--- config.mk ---
export PLATFORM = sky130hd
export DESIGN_NAME = hazard_forward_ctrl_flat
export DESIGN_NICKNAME = d
export VERILOG_FILES = /design/src/rtl/hazard_forward_ctrl_if.sv /design/src/rtl/hazard_forward_ctrl.sv /design/src/flat_wrapper.sv
export SDC_FILE = /design/constraint.sdc
export NUM_CORES = 1
export LEC_CHECK = 0
export BUFFER_PORTS_ARGS = -buffer_cell sky130_fd_sc_hd__buf_4
export CORE_MARGIN = 2
export CORE_UTILIZATION = 45
export CTS_CLUSTER_DIAMETER = 200
export DETAILED_ROUTE_END_ITERATION = 8
export PLACE_DENSITY_LB_ADDON = 0.1
export SETUP_SLACK_MARGIN = 0.2
export SLEW_MARGIN = 30
export SYNTH_ARGS = -nofsm -noshare
export SYNTH_HDL_FRONTEND = slang
export SYNTH_SLANG_ARGS = --single-unit
--- constraint.sdc ---
create_clock -name clk -period 2.6 [get_ports clk]
set_input_delay 0.39 -clock clk [delete_from_list [all_inputs] [get_ports clk]]
set_output_delay 0.39 -clock clk [all_outputs]
set_load 0.005 [all_outputs]
--- src/rtl/hazard_forward_ctrl_if.sv ---
// Control-path bundle between the pipeline registers and the hazard/forwarding unit.
// The pipeline side is the master; the hazard_forward_ctrl block is the slave.
interface hazard_forward_ctrl_if #(
   parameter int REG_ADDR_W  = 5,
   parameter int NUM_SRC     = 2,
   parameter int STALL_CNT_W = 16
);
   logic                          id_valid;
   logic [NUM_SRC*REG_ADDR_W-1:0] id_rs;
   logic [NUM_SRC-1:0]            id_rs_used;
   logic                          ex_valid;
   logic [NUM_SRC*REG_ADDR_W-1:0] ex_rs;
   logic [REG_ADDR_W-1:0]         ex_rd;
   logic                          ex_reg_write;
   logic                          ex_mem_read;
   logic                          ex_is_md;
   logic [REG_ADDR_W-1:0]         exmem_rd;
   logic                          exmem_reg_write;
   logic                          exmem_mem_read;
   logic [REG_ADDR_W-1:0]         memwb_rd;
   logic                          memwb_reg_write;
   logic [2*NUM_SRC-1:0]          fwd_sel;
   logic                          stall_if_id;
   logic                          bubble_ex;
   logic                          hold_ex;
   logic                          md_done;
   logic [STALL_CNT_W-1:0]        stall_cycles;

   modport master (
      output id_valid, id_rs, id_rs_used, ex_valid, ex_rs, ex_rd, ex_reg_write,
             ex_mem_read, ex_is_md, exmem_rd, exmem_reg_write, exmem_mem_read,
             memwb_rd, memwb_reg_write,
      input  fwd_sel, stall_if_id, bubble_ex, hold_ex, md_done, stall_cycles
   );

   modport slave (
      input  id_valid, id_rs, id_rs_used, ex_valid, ex_rs, ex_rd, ex_reg_write,
             ex_mem_read, ex_is_md, exmem_rd, exmem_reg_write, exmem_mem_read,
             memwb_rd, memwb_reg_write,
      output fwd_sel, stall_if_id, bubble_ex, hold_ex, md_done, stall_cycles
   );
endinterface

--- src/rtl/hazard_forward_ctrl.sv ---
// Operand forwarding, load-use hazard detection and multi-cycle (mul/div) EX occupancy control,
// with a saturating count of front-end stall cycles.
module hazard_forward_ctrl #(
   parameter int REG_ADDR_W  = 5,
   parameter int NUM_SRC     = 2,
   parameter int MD_LAT      = 4,
   parameter int STALL_CNT_W = 16
) (
   input logic                clk,
   input logic                rst,
   hazard_forward_ctrl_if.slave bus
);
   localparam int CNT_W = (MD_LAT > 2) ? $clog2(MD_LAT - 1) : 1;
   localparam logic [CNT_W-1:0] CNT_LOAD = CNT_W'(MD_LAT - 2);

   typedef enum logic [1:0] {S_IDLE, S_BUSY, S_DONE} state_t;

   state_t                 r_state;
   logic [CNT_W-1:0]       r_cnt;
   logic                   r_md_done;
   logic [STALL_CNT_W-1:0] r_stall_cnt;

   logic [2*NUM_SRC-1:0]   w_fwd_sel;
   logic                   w_lu_match;
   logic                   w_load_use;
   logic                   w_md_start;
   logic                   w_hold;
   logic                   w_bubble;
   logic                   w_stall;

   // A load still in EX/MEM has no data yet, so it may only be forwarded later from MEM/WB.
   always_comb begin
      w_fwd_sel = '0;
      for (int unsigned i = 0; i < NUM_SRC; i++) begin
         if (bus.exmem_reg_write && !bus.exmem_mem_read &&
             bus.exmem_rd == bus.ex_rs[i*REG_ADDR_W +: REG_ADDR_W] &&
             bus.ex_rs[i*REG_ADDR_W +: REG_ADDR_W] != '0)
            w_fwd_sel[2*i +: 2] = 2'b01;
         else if (bus.memwb_reg_write &&
                  bus.memwb_rd == bus.ex_rs[i*REG_ADDR_W +: REG_ADDR_W] &&
                  bus.ex_rs[i*REG_ADDR_W +: REG_ADDR_W] != '0)
            w_fwd_sel[2*i +: 2] = 2'b10;
      end
   end

   always_comb begin
      w_lu_match = 1'b0;
      for (int unsigned i = 0; i < NUM_SRC; i++) begin
         if (bus.id_rs_used[i] && bus.id_rs[i*REG_ADDR_W +: REG_ADDR_W] == bus.ex_rd)
            w_lu_match = 1'b1;
      end
   end

   assign w_load_use = (r_state == S_IDLE) && bus.id_valid && bus.ex_valid && bus.ex_mem_read &&
                       bus.ex_reg_write && (bus.ex_rd != '0) && w_lu_match;
   assign w_md_start = (r_state == S_IDLE) && bus.ex_valid && bus.ex_is_md;
   assign w_hold     = w_md_start || (r_state == S_BUSY);
   // A multi-cycle start takes precedence: EX is held, so no bubble is injected.
   assign w_bubble   = w_load_use && !w_md_start;
   assign w_stall    = w_hold || w_bubble;

   always_ff @(posedge clk or posedge rst) begin
      if (rst) begin
         r_state     <= S_IDLE;
         r_cnt       <= '0;
         r_md_done   <= 1'b0;
         r_stall_cnt <= '0;
      end else begin
         r_md_done <= 1'b0;
         case (r_state)
            S_IDLE: begin
               if (w_md_start) begin
                  r_state <= S_BUSY;
                  r_cnt   <= CNT_LOAD;
               end
            end
            S_BUSY: begin
               if (r_cnt == '0) begin
                  r_state   <= S_DONE;
                  r_md_done <= 1'b1;
               end else begin
                  r_cnt <= r_cnt - CNT_W'(1);
               end
            end
            S_DONE:  r_state <= S_IDLE;
            default: r_state <= S_IDLE;
         endcase
         if (w_stall && r_stall_cnt != '1)
            r_stall_cnt <= r_stall_cnt + STALL_CNT_W'(1);
      end
   end

   assign bus.fwd_sel      = w_fwd_sel;
   assign bus.stall_if_id  = w_stall;
   assign bus.bubble_ex    = w_bubble;
   assign bus.hold_ex      = w_hold;
   assign bus.md_done      = r_md_done;
   assign bus.stall_cycles = r_stall_cnt;
endmodule

--- src/flat_wrapper.sv ---
// flat-port wrapper written by rule: the top's interface ports become plain ports
module hazard_forward_ctrl_flat 
#(
   parameter int REG_ADDR_W  = 5,
   parameter int NUM_SRC     = 2,
   parameter int MD_LAT      = 4,
   parameter int STALL_CNT_W = 16
)
  (clk, rst, bus_id_valid, bus_id_rs, bus_id_rs_used, bus_ex_valid, bus_ex_rs, bus_ex_rd, bus_ex_reg_write, bus_ex_mem_read, bus_ex_is_md, bus_exmem_rd, bus_exmem_reg_write, bus_exmem_mem_read, bus_memwb_rd, bus_memwb_reg_write, bus_fwd_sel, bus_stall_if_id, bus_bubble_ex, bus_hold_ex, bus_md_done, bus_stall_cycles);
  hazard_forward_ctrl_if #(.REG_ADDR_W(REG_ADDR_W), .NUM_SRC(NUM_SRC), .STALL_CNT_W(STALL_CNT_W)) bus_i ();
  input logic clk;
  input logic rst;
  input wire logic [$bits(bus_i.id_valid)-1:0] bus_id_valid;
  input wire logic [$bits(bus_i.id_rs)-1:0] bus_id_rs;
  input wire logic [$bits(bus_i.id_rs_used)-1:0] bus_id_rs_used;
  input wire logic [$bits(bus_i.ex_valid)-1:0] bus_ex_valid;
  input wire logic [$bits(bus_i.ex_rs)-1:0] bus_ex_rs;
  input wire logic [$bits(bus_i.ex_rd)-1:0] bus_ex_rd;
  input wire logic [$bits(bus_i.ex_reg_write)-1:0] bus_ex_reg_write;
  input wire logic [$bits(bus_i.ex_mem_read)-1:0] bus_ex_mem_read;
  input wire logic [$bits(bus_i.ex_is_md)-1:0] bus_ex_is_md;
  input wire logic [$bits(bus_i.exmem_rd)-1:0] bus_exmem_rd;
  input wire logic [$bits(bus_i.exmem_reg_write)-1:0] bus_exmem_reg_write;
  input wire logic [$bits(bus_i.exmem_mem_read)-1:0] bus_exmem_mem_read;
  input wire logic [$bits(bus_i.memwb_rd)-1:0] bus_memwb_rd;
  input wire logic [$bits(bus_i.memwb_reg_write)-1:0] bus_memwb_reg_write;
  output wire logic [$bits(bus_i.fwd_sel)-1:0] bus_fwd_sel;
  output wire logic [$bits(bus_i.stall_if_id)-1:0] bus_stall_if_id;
  output wire logic [$bits(bus_i.bubble_ex)-1:0] bus_bubble_ex;
  output wire logic [$bits(bus_i.hold_ex)-1:0] bus_hold_ex;
  output wire logic [$bits(bus_i.md_done)-1:0] bus_md_done;
  output wire logic [$bits(bus_i.stall_cycles)-1:0] bus_stall_cycles;
  assign bus_i.id_valid = bus_id_valid;
  assign bus_i.id_rs = bus_id_rs;
  assign bus_i.id_rs_used = bus_id_rs_used;
  assign bus_i.ex_valid = bus_ex_valid;
  assign bus_i.ex_rs = bus_ex_rs;
  assign bus_i.ex_rd = bus_ex_rd;
  assign bus_i.ex_reg_write = bus_ex_reg_write;
  assign bus_i.ex_mem_read = bus_ex_mem_read;
  assign bus_i.ex_is_md = bus_ex_is_md;
  assign bus_i.exmem_rd = bus_exmem_rd;
  assign bus_i.exmem_reg_write = bus_exmem_reg_write;
  assign bus_i.exmem_mem_read = bus_exmem_mem_read;
  assign bus_i.memwb_rd = bus_memwb_rd;
  assign bus_i.memwb_reg_write = bus_memwb_reg_write;
  assign bus_fwd_sel = bus_i.fwd_sel;
  assign bus_stall_if_id = bus_i.stall_if_id;
  assign bus_bubble_ex = bus_i.bubble_ex;
  assign bus_hold_ex = bus_i.hold_ex;
  assign bus_md_done = bus_i.md_done;
  assign bus_stall_cycles = bus_i.stall_cycles;
  hazard_forward_ctrl #(.REG_ADDR_W(REG_ADDR_W), .NUM_SRC(NUM_SRC), .MD_LAT(MD_LAT), .STALL_CNT_W(STALL_CNT_W)) u_core (.clk(clk), .rst(rst), .bus(bus_i));
endmodule
==> run summary, run 1 <==
0 antenna diodes ended up in the layout. Yosys mapped a number of flops with a built-in enable equal to 0. For the worst setup path, the data required time is 2.83 ns. The tools report the capture point of the worst reg-to-reg path as u_core.bus.stall_cycles[1]$_DFFE_PP0P_. Synthesis produced a netlist whose cell count is 143.

Of all nets on the critical path, the largest fanout is 14. The dominant register cell in the synthesized netlist was dfrtp_1. The logs give 36 for the unique cell type count in the Yosys netlist and 0.388 ns for the setup slack after placement. Across the VDD grid, the largest voltage drop is 241 uV. After floorplanning, the core was sized to cover 3080 um^2. The fraction of final layout cells sized beyond drive strength 1 is 39.1%, and the fraction of synthesized cell area taken by the top area cell type is 35.8%. The startpoint identified for the worst register-to-register timing path is u_core.bus.stall_cycles[0]$_DFFE_PP0P_. The run gives 0 ns as the final sum of negative setup slack.

The first global-routing pass estimated 5.49 mm of wire. After the first detailed-routing iteration, the DRC count stood at 44. Once the clock tree was built, the setup fixing pass inserted 0 buffers. The flow ran to the end, and the final reports show no timing, DRC or antenna violations.

On the final layout, the worst clock skew is 0.0180 ns. The number of global-route vias before repair was 1272; the fraction of synthesis flops using an asynchronous set or reset pin was 100%. The min-delay analysis places its worst path in the category in2async. Setup repair after global routing left no endpoint under its margin. The remaining design rule violation count was 0. STA classifies the critical path startpoint as a register. The leakage power came out at 0.941 nW. The number of flip-flops and latches in the synthesized netlist is 21.

In this run the deepest clock path goes through 2 buffers. Dividing the detail-routed via count by the number of cells gives 5.16. For this block, the routed nets add up to 3.36 mm of wire.

The count of input and output buffers was 70. The floorplan step set the die width to 61.1 um. The final layout contains 265 nets. Max-cap violations in this run came to 0. The average wire per standard cell was 13.0 um; the total power divided by cell area was 604 nW/um^2. The tools report the element type at the critical path end as a register. Once layout is complete, the utilization of the core stands at 66.8%. The first detailed-routing pass ran for 4 iterations. For this run the aggregate overflow at the end of global routing stands at 0. The worst setup path is of the reg2reg kind. Of the synthesized area, sequential elements account for 35.8%. Cell at the root of the clock tree: clkbuf_4.

The final route contains 1336 vias. The biggest area contributor in the post-synthesis netlist is dfrtp_1. The final-report max-slew violation count was 0; the maximum clock frequency was 451 MHz. The run gives 2.44 ns as the critical path arrival. The post-layout worst setup margin was 0.381 ns. By area the synthesized netlist is led by dfrtp_1 (36%), xnor2_1 (17%), xor2_1 (7.8%). The number of top-level design ports was 71; the total routing usage reported by global routing was 19.6%. The floorplan step defined a die boundary enclosing 3740 um^2.

For the number of antenna violations at the first check in global routing, the log shows 0. Gates resized during post-CTS repair numbered 0. The worst pin sits at a relative slew slack of 48.1%. For the largest net degree at the start of global routing, the log shows 22. The post-synthesis cell area was 1470 um^2; the clock insertion delay at the later pin of the skew report was 0.32 ns. The count of final setup violators is 0, and the routability congestion estimate is 0.804. The site row count came out at 20.

The run gives 0 as the final hold violation count. After legalization and detailed placement, the total HPWL measured 2.83 mm. In this run, CTS created clock tree buffers numbering 3. Net count after synthesis: 192. Among all cell types in the netlist, the one instantiated most often is xnor2_1. From synthesis to final layout, the design area changed by 40.0%.

The detail route stage leaves a number of antenna-violating nets equal to 0. The height of the chip came out at 61.1 um. TritonCTS built the clock tree. In this run the mean area of a mapped cell was 10.3 um^2. The logs give 21 for the sink count of the clock tree and 1 for the maximum level of the CTS H-tree. The clock-pin slew reported for the worst setup and hold paths after clock tree synthesis was 0.14 ns; the count of warnings emitted by yosys was 0. The depth of the worst register-to-register path was 6; the register-to-register path setup slack was 0.38 ns. The initial utilization of the core area, before any placement, comes to 47.7%. The number of hold buffers added after CTS was 0. For the pin with the worst max-slew slack, the measured transition is 0.778 ns. The worst path needs 2.22 ns of the cycle, external delays included. The post-route fraction of the period consumed by the critical path works out to 85.3%. Counting instances in the post-synthesis netlist gives the leading cell types as xnor2_1 (29), dfrtp_1 (21), nand4_1 (13), xor2_1 (13), nand2_1 (8).
[cells in the final DEF (no fill, tap or decap), drive strengths merged]
cell type   n
and3        5
a32oi       1
ha          2
inv         5
and2        2
and4bb      1
and3b       3
a31oi       1
dfrtp      21
or4         3
xnor2      29
nor4        6
mux2        3
nand2       8
buf        70
and4        1
o21ai       4
o211ai      1
nor2b       1
clkbuf      3
nand3       3
xor2       13
nand2b      1
nor2        7
nand4      13
a41o        2
nor3b       1
or2         1
clkinvlp    1
a21oi       3
[flip-flops by register name (all words and copies together) (netlist names)]
name,cells
u_core.r_cnt,2
u_core.bus.md_done,1
u_core.r_state,2
u_core.bus.stall_cycles,16
[worst max-delay path by stage]
stage	endpoint	cells after the start	start	slack [ns]
after floorplan	u_core.bus.stall_cycles[8]$_DFFE_PP0P_	9	u_core.bus.stall_cycles[0]$_DFFE_PP0P_	0.57
after global placement	u_core.bus.stall_cycles[1]$_DFFE_PP0P_	6	u_core.bus.stall_cycles[0]$_DFFE_PP0P_	0.46
after detailed placement	u_core.bus.stall_cycles[1]$_DFFE_PP0P_	6	u_core.bus.stall_cycles[0]$_DFFE_PP0P_	0.39
after CTS	u_core.bus.stall_cycles[1]$_DFFE_PP0P_	6	u_core.bus.stall_cycles[0]$_DFFE_PP0P_	0.37
after global routing	u_core.bus.stall_cycles[13]$_DFFE_PP0P_	7	u_core.bus.stall_cycles[0]$_DFFE_PP0P_	0.22
final	u_core.bus.stall_cycles[1]$_DFFE_PP0P_	6	u_core.bus.stall_cycles[0]$_DFFE_PP0P_	0.38
[critical path: stages (launching register included)]
cell	delay, ns
dfrtp_1	0.46
ha_1	0.24
and3_4	0.19
and3_1	0.27
a41o_4	0.28
o21ai_4	0.33
mux2_1	0.35
[logic make-up (layout without fill, tap and decap cells)]
| logic type | after synthesis | after routing | share of synthesized area (%) |
|---|---|---|---|
| XOR/XNOR | 42 | 42 | 25.0 |
| AO/OA/AOI/OAI | 12 | 12 | 8.52 |
| flip-flops | 21 | 21 | 35.8 |
| adder cells (fa/ha/maj) | 2 | 2 | 1.70 |
| buffers and inverters | 7 | 79 | 2.81 |
| multiplexers | 3 | 3 | 2.30 |
| AND/OR/NAND/NOR | 56 | 56 | 23.9 |
[report_power, final]
| group | leakage, nW | total, W | internal, W | switching [W] |
|---|---|---|---|---|
| logic | 0.655 | 0.000557 | 0.000300 | 0.000257 |
| clock network | 0.0139 | 0.000168 | 0.0000588 | 0.000109 |
| registers | 0.272 | 0.000518 | 0.000415 | 0.000102 |
[per-stage QoR]
step / hold slack (ns) / cell area (um^2) / power, W / instances
after floorplan: 0.367 / 1470 / 0.000840 / 143
after CTS: 0.231 / 2060 / 0.00125 / 259
final: 0.196 / 2060 / 0.00124 / 259
after detailed placement: 0.481 / 2030 / 0.00109 / 255
after global placement: 0.480 / 2030 / 0.00106 / 255
after global routing: 0.236 / 2060 / 0.00134 / 259
[cell type report]
type                            count  area [um^2]
Multi-Input combinational cell    115          902
Tap cell                           44         55.1
Timing Repair Buffer               70          526
Fill cell                         237         1020
Inverter                            5         18.8
Clock buffer                        3         22.5
Clock inverter                      1         7.51
Sequential cell                    21          526
[routing by layer]
metal | vias up | global-route usage (%) | part of all wire [%]
li1 | 655 | - | -
met1 | 619 | 22.4 | 41
met2 | 57 | 35.9 | 50
met3 | 5 | 4.41 | 7.5
met4 | 0 | 6.52 | 1.5
met5 | - | 0 | 0
No activity file was read; power rests on OpenSTA's default activity.
==> inputs of run 2 (changes only) <==
==> constraint.sdc (replaced) <==
create_clock -name clk -period 2.35 [get_ports clk]
set_input_delay 0.3525 -clock clk [delete_from_list [all_inputs] [get_ports clk]]
set_output_delay 0.3525 -clock clk [all_outputs]
set_load 0.005 [all_outputs]
==> run 2 against run 1 <==
Against the previous run:
- clock-buffer cell count rose by 1
- global-route usage is 0.71 points higher
- sequential share of layout area is 0.61 points lower
- combinational power increased by 32%
- design area is 2.7% higher
- cell count up 2.3%
- hold slack got worse by 0.019 ns
- via count rose by 1.3%
- die area did not move
- sequential power is 9.7% higher
- non-clock buffer count grew 6
- power is 19% higher
==> run summary, run 2 (synthesis gave the netlist of run 1 again) <==
The run gives 0 (unchanged) as the post-cts hold buffer count. The maximum level of the CTS H-tree was 1 (unchanged). The final cell area excluding filler cells is 2110 um^2 (+2.7%). The run gives 3.50 mm (+4.0%) as the post-detailed-routing wire length.

Among all stages on the critical path, the largest delay is contributed by dfrtp_1. The worst clock skew on the final layout came out at 0.00131 ns (-0.0167 ns). The tools report the leakage power as 0.975 nW (+3.6%).

The post-route fraction of the period consumed by the critical path is 88.1% (+2.8 points), and the clock-pin slew reported for the worst setup and hold paths after clock tree synthesis is 0.11 ns (-0.03 ns). Total routing usage reported by global routing: 20.3% (+0.71 points). The count of input and output buffers is 70 (unchanged), and the setup slack after placement is 0.167 ns (-0.222 ns).

The total via count after detailed routing is 1354 (+1.3%). The DRC violation total after the first TritonRoute iteration is 35 (-20%). The critical path arrival is 2.28 ns (-0.16 ns), and the post-place instance area is 2030 um^2 (+0.37%). The clock insertion delay at the later pin of the skew report is 0.31 ns (about the same), and the core area is 3080 um^2 (unchanged).

The final-report max-slew violation count is 0 (unchanged), and the number of buffers created by CTS is 3 (unchanged). The depth of the worst register-to-register path is 7 (+1), and the antenna diode count is 0 (unchanged). The worst setup path is captured at a register. The category of cells accounting for the largest share of critical-path delay was compound AO/OA/AOI/OAI gates. Max-cap check violation count: 0 (unchanged). The total power divided by cell area works out to 700 nW/um^2 (+16%).

The height of the chip is 61.1 um (unchanged). The remaining design rule violation count was 0 (unchanged); the clock period minus final worst setup slack was 2.07 ns (-0.149 ns). The tools report the floorplan die area as 3740 um^2 (unchanged). The first-pass GRT wire length was 5.64 mm (+2.6%). The min-delay analysis places its worst path in the category in2async. The root buffer cell chosen for the clock tree is clkbuf_4. The remaining max-slew budget at the tightest pin is 47.9% (-0.23 points).

The launch instance of the worst register-to-register path is u_core.bus.stall_cycles[1]$_DFFE_PP0P_. The post-layout worst setup margin was 0.280 ns (-0.101 ns). The HPWL after detailed placement was 2.87 mm (+1.3%); the final layout net count was 271 (+2.3%).

Relative to the synthesized area, the layout overhead comes to 43.8%. The critical path is of the reg2reg type. Slew at the pin closest to its max-slew limit: 0.781 ns (+0.00339 ns). Post-route non-filler standard cell count: 265 (+2.3%). For the buffer depth of the longest clock path, the log shows 2 (unchanged). For the count of final setup violators, the log shows 0 (unchanged). The first-pass iteration count of the detailed router is 5 (+1).

The run gives 0 (unchanged) as the final hold violation count. The number of cells in the design after placement was 256 (+0.39%); the average wire per standard cell was 13.2 um (+1.7%). The number of buffers and inverters on the critical path works out to 1 (+1).

The number of antenna-violating nets in the routed design is 0 (unchanged), and the sink count of the clock tree is 21 (unchanged). The tools report the number of global-route vias before repair as 1305 (+2.6%). The tools report the effective utilization at floorplan as 47.7% (unchanged).

Leaving out fill and tap cells, the most frequent cells in the layout are buf_4 (75), xnor2_1 (29), dfrtp_1 (20). The number of flip-flops in the largest register is 16 (unchanged). The number of top-level design ports was 71 (unchanged).

TritonCTS built the clock tree. The filler cell count is 250 (+5.5%), and the remaining global-route overflow is 0 (unchanged). The run gives 0.177 ns (-0.0191 ns) as the final hold slack. The number of antenna violations at the first check in global routing was 0 (unchanged).

The signal on the critical path passes through ha_1 > and3_4 > and3_1 > a41o_4 > o21ai_4 > buf_12 > mux2_1. The run finished with clean final reports. Worst voltage drop across the vdd grid: 251 uV (+3.9%). Register-to-register path setup slack: 0.28 ns (-0.10 ns).

The worst setup path is launched from a register. Setup repair after global routing left no endpoint under its margin. The site row count came out at 20 (unchanged). For the data required time of the critical path, the log shows 2.55 ns (-0.28 ns). The most common cell after layout, fill and taps aside is buf_4. Maximum clock frequency: 483 MHz (+7.2%). The ratio of routed vias to standard cells is 5.11 (-0.95%).

The endpoint identified for the worst register-to-register timing path is u_core.bus.stall_cycles[1]$_DFFE_PP0P_. The maximum cell stage delay along the critical path was 0.44 ns (-0.02 ns). For the routability congestion estimate, the log shows 0.827 (+2.9%). The maximum fanout along the worst path is 9 (-5). The fraction of final layout cells sized beyond drive strength 1 works out to 40.7% (+1.7 points). The final sum of negative setup slack came out at 0 ns (unchanged).

The width of the die came out at 61.1 um (unchanged). The run gives 22 (unchanged) as the largest net degree at the start of global routing.
[run 2: changes by cell type in the layout (fill, tap and decap cells not counted)]
| cell | delta |
|---|---|
| buf_12 | +1 |
| dfrtp_2 | +1 |
| buf_4 | +5 |
| dfrtp_1 | -1 |
| clkinvlp_4 | -1 |
| clkbuf_1 | +1 |
[run 2: worst max-delay path by stage]
| stage | start | endpoint | depth (start not counted) |
|---|---|---|---|
| 2_1_floorplan | u_core.bus.stall_cycles[0]$_DFFE_PP0P_ | u_core.bus.stall_cycles[8]$_DFFE_PP0P_ | 9 |
| 3_3_place_gp | u_core.bus.stall_cycles[0]$_DFFE_PP0P_ | u_core.bus.stall_cycles[1]$_DFFE_PP0P_ | 6 |
| 3_5_place_dp | u_core.bus.stall_cycles[0]$_DFFE_PP0P_ | u_core.bus.stall_cycles[1]$_DFFE_PP0P_ | 6 |
| 4_1_cts | u_core.bus.stall_cycles[0]$_DFFE_PP0P_ | u_core.bus.stall_cycles[1]$_DFFE_PP0P_ | 7 |
| 5_1_grt | u_core.bus.stall_cycles[1]$_DFFE_PP0P_ | u_core.bus.stall_cycles[1]$_DFFE_PP0P_ | 7 |
| 6_report | u_core.bus.stall_cycles[1]$_DFFE_PP0P_ | u_core.bus.stall_cycles[1]$_DFFE_PP0P_ | 7 |
[run 2: worst reg2reg max path, delay by kind of cell (launching register included)]
family | cells | cell delay (ns)
AO/OA/AOI/OAI | 2 | 0.44
flip-flops | 1 | 0.44
AND/OR/NAND/NOR | 2 | 0.43
multiplexers | 1 | 0.31
adder cells (fa/ha/maj) | 1 | 0.21
buffers and inverters | 1 | 0.14
[run 2: layout make-up]
| cell class | instances | area [um^2] | area share [%] |
|---|---|---|---|
| multi-input combinational | 115 | 902 | 42.7 |
| timing repair buffer | 76 | 583 | 27.6 |
| sequential | 21 | 527 | 24.9 |
| tap | 44 | 55.1 | 2.61 |
| clock buffer | 4 | 26.3 | 1.24 |
| inverter | 5 | 18.8 | 0.889 |
[run 2: timing repair]
| action | in CTS | in global routing |
|---|---|---|
| endpoints found under the setup margin | 6 | 9 |
| pin swaps | 1 | 1 |
| resized for setup | 0 | 1 |
| setup buffers | 3 | 2 |
[run 2: metal layers]
layer / up-vias / routed length, um / track usage [%]
met3: 7 / 234 / 2.94
met1: 616 / 1480 / 24.2
met5: - / 0 / 0
li1: 666 / - / -
met2: 65 / 1700 / 35.9
met4: 0 / 80 / 9.32
[run 2: per-stage QoR]
stage / power, W / util [%]
5_1_grt: 0.00160 / 68.6
2_1_floorplan: 0.000929 / -
6_report: 0.00148 / 68.6
3_3_place_gp: 0.00118 / 66.1
4_1_cts: 0.00146 / 68.1
3_5_place_dp: 0.00121 / 66.1
[run 2: where the power goes]
part | switching (W) | total, W | internal [W]
Sequential | 0.000107 | 0.000568 | 0.000461
Combinational | 0.000321 | 0.000735 | 0.000415
Clock | 0.000109 | 0.000176 | 0.0000664
Total | 0.000536 | 0.00148 | 0.000943
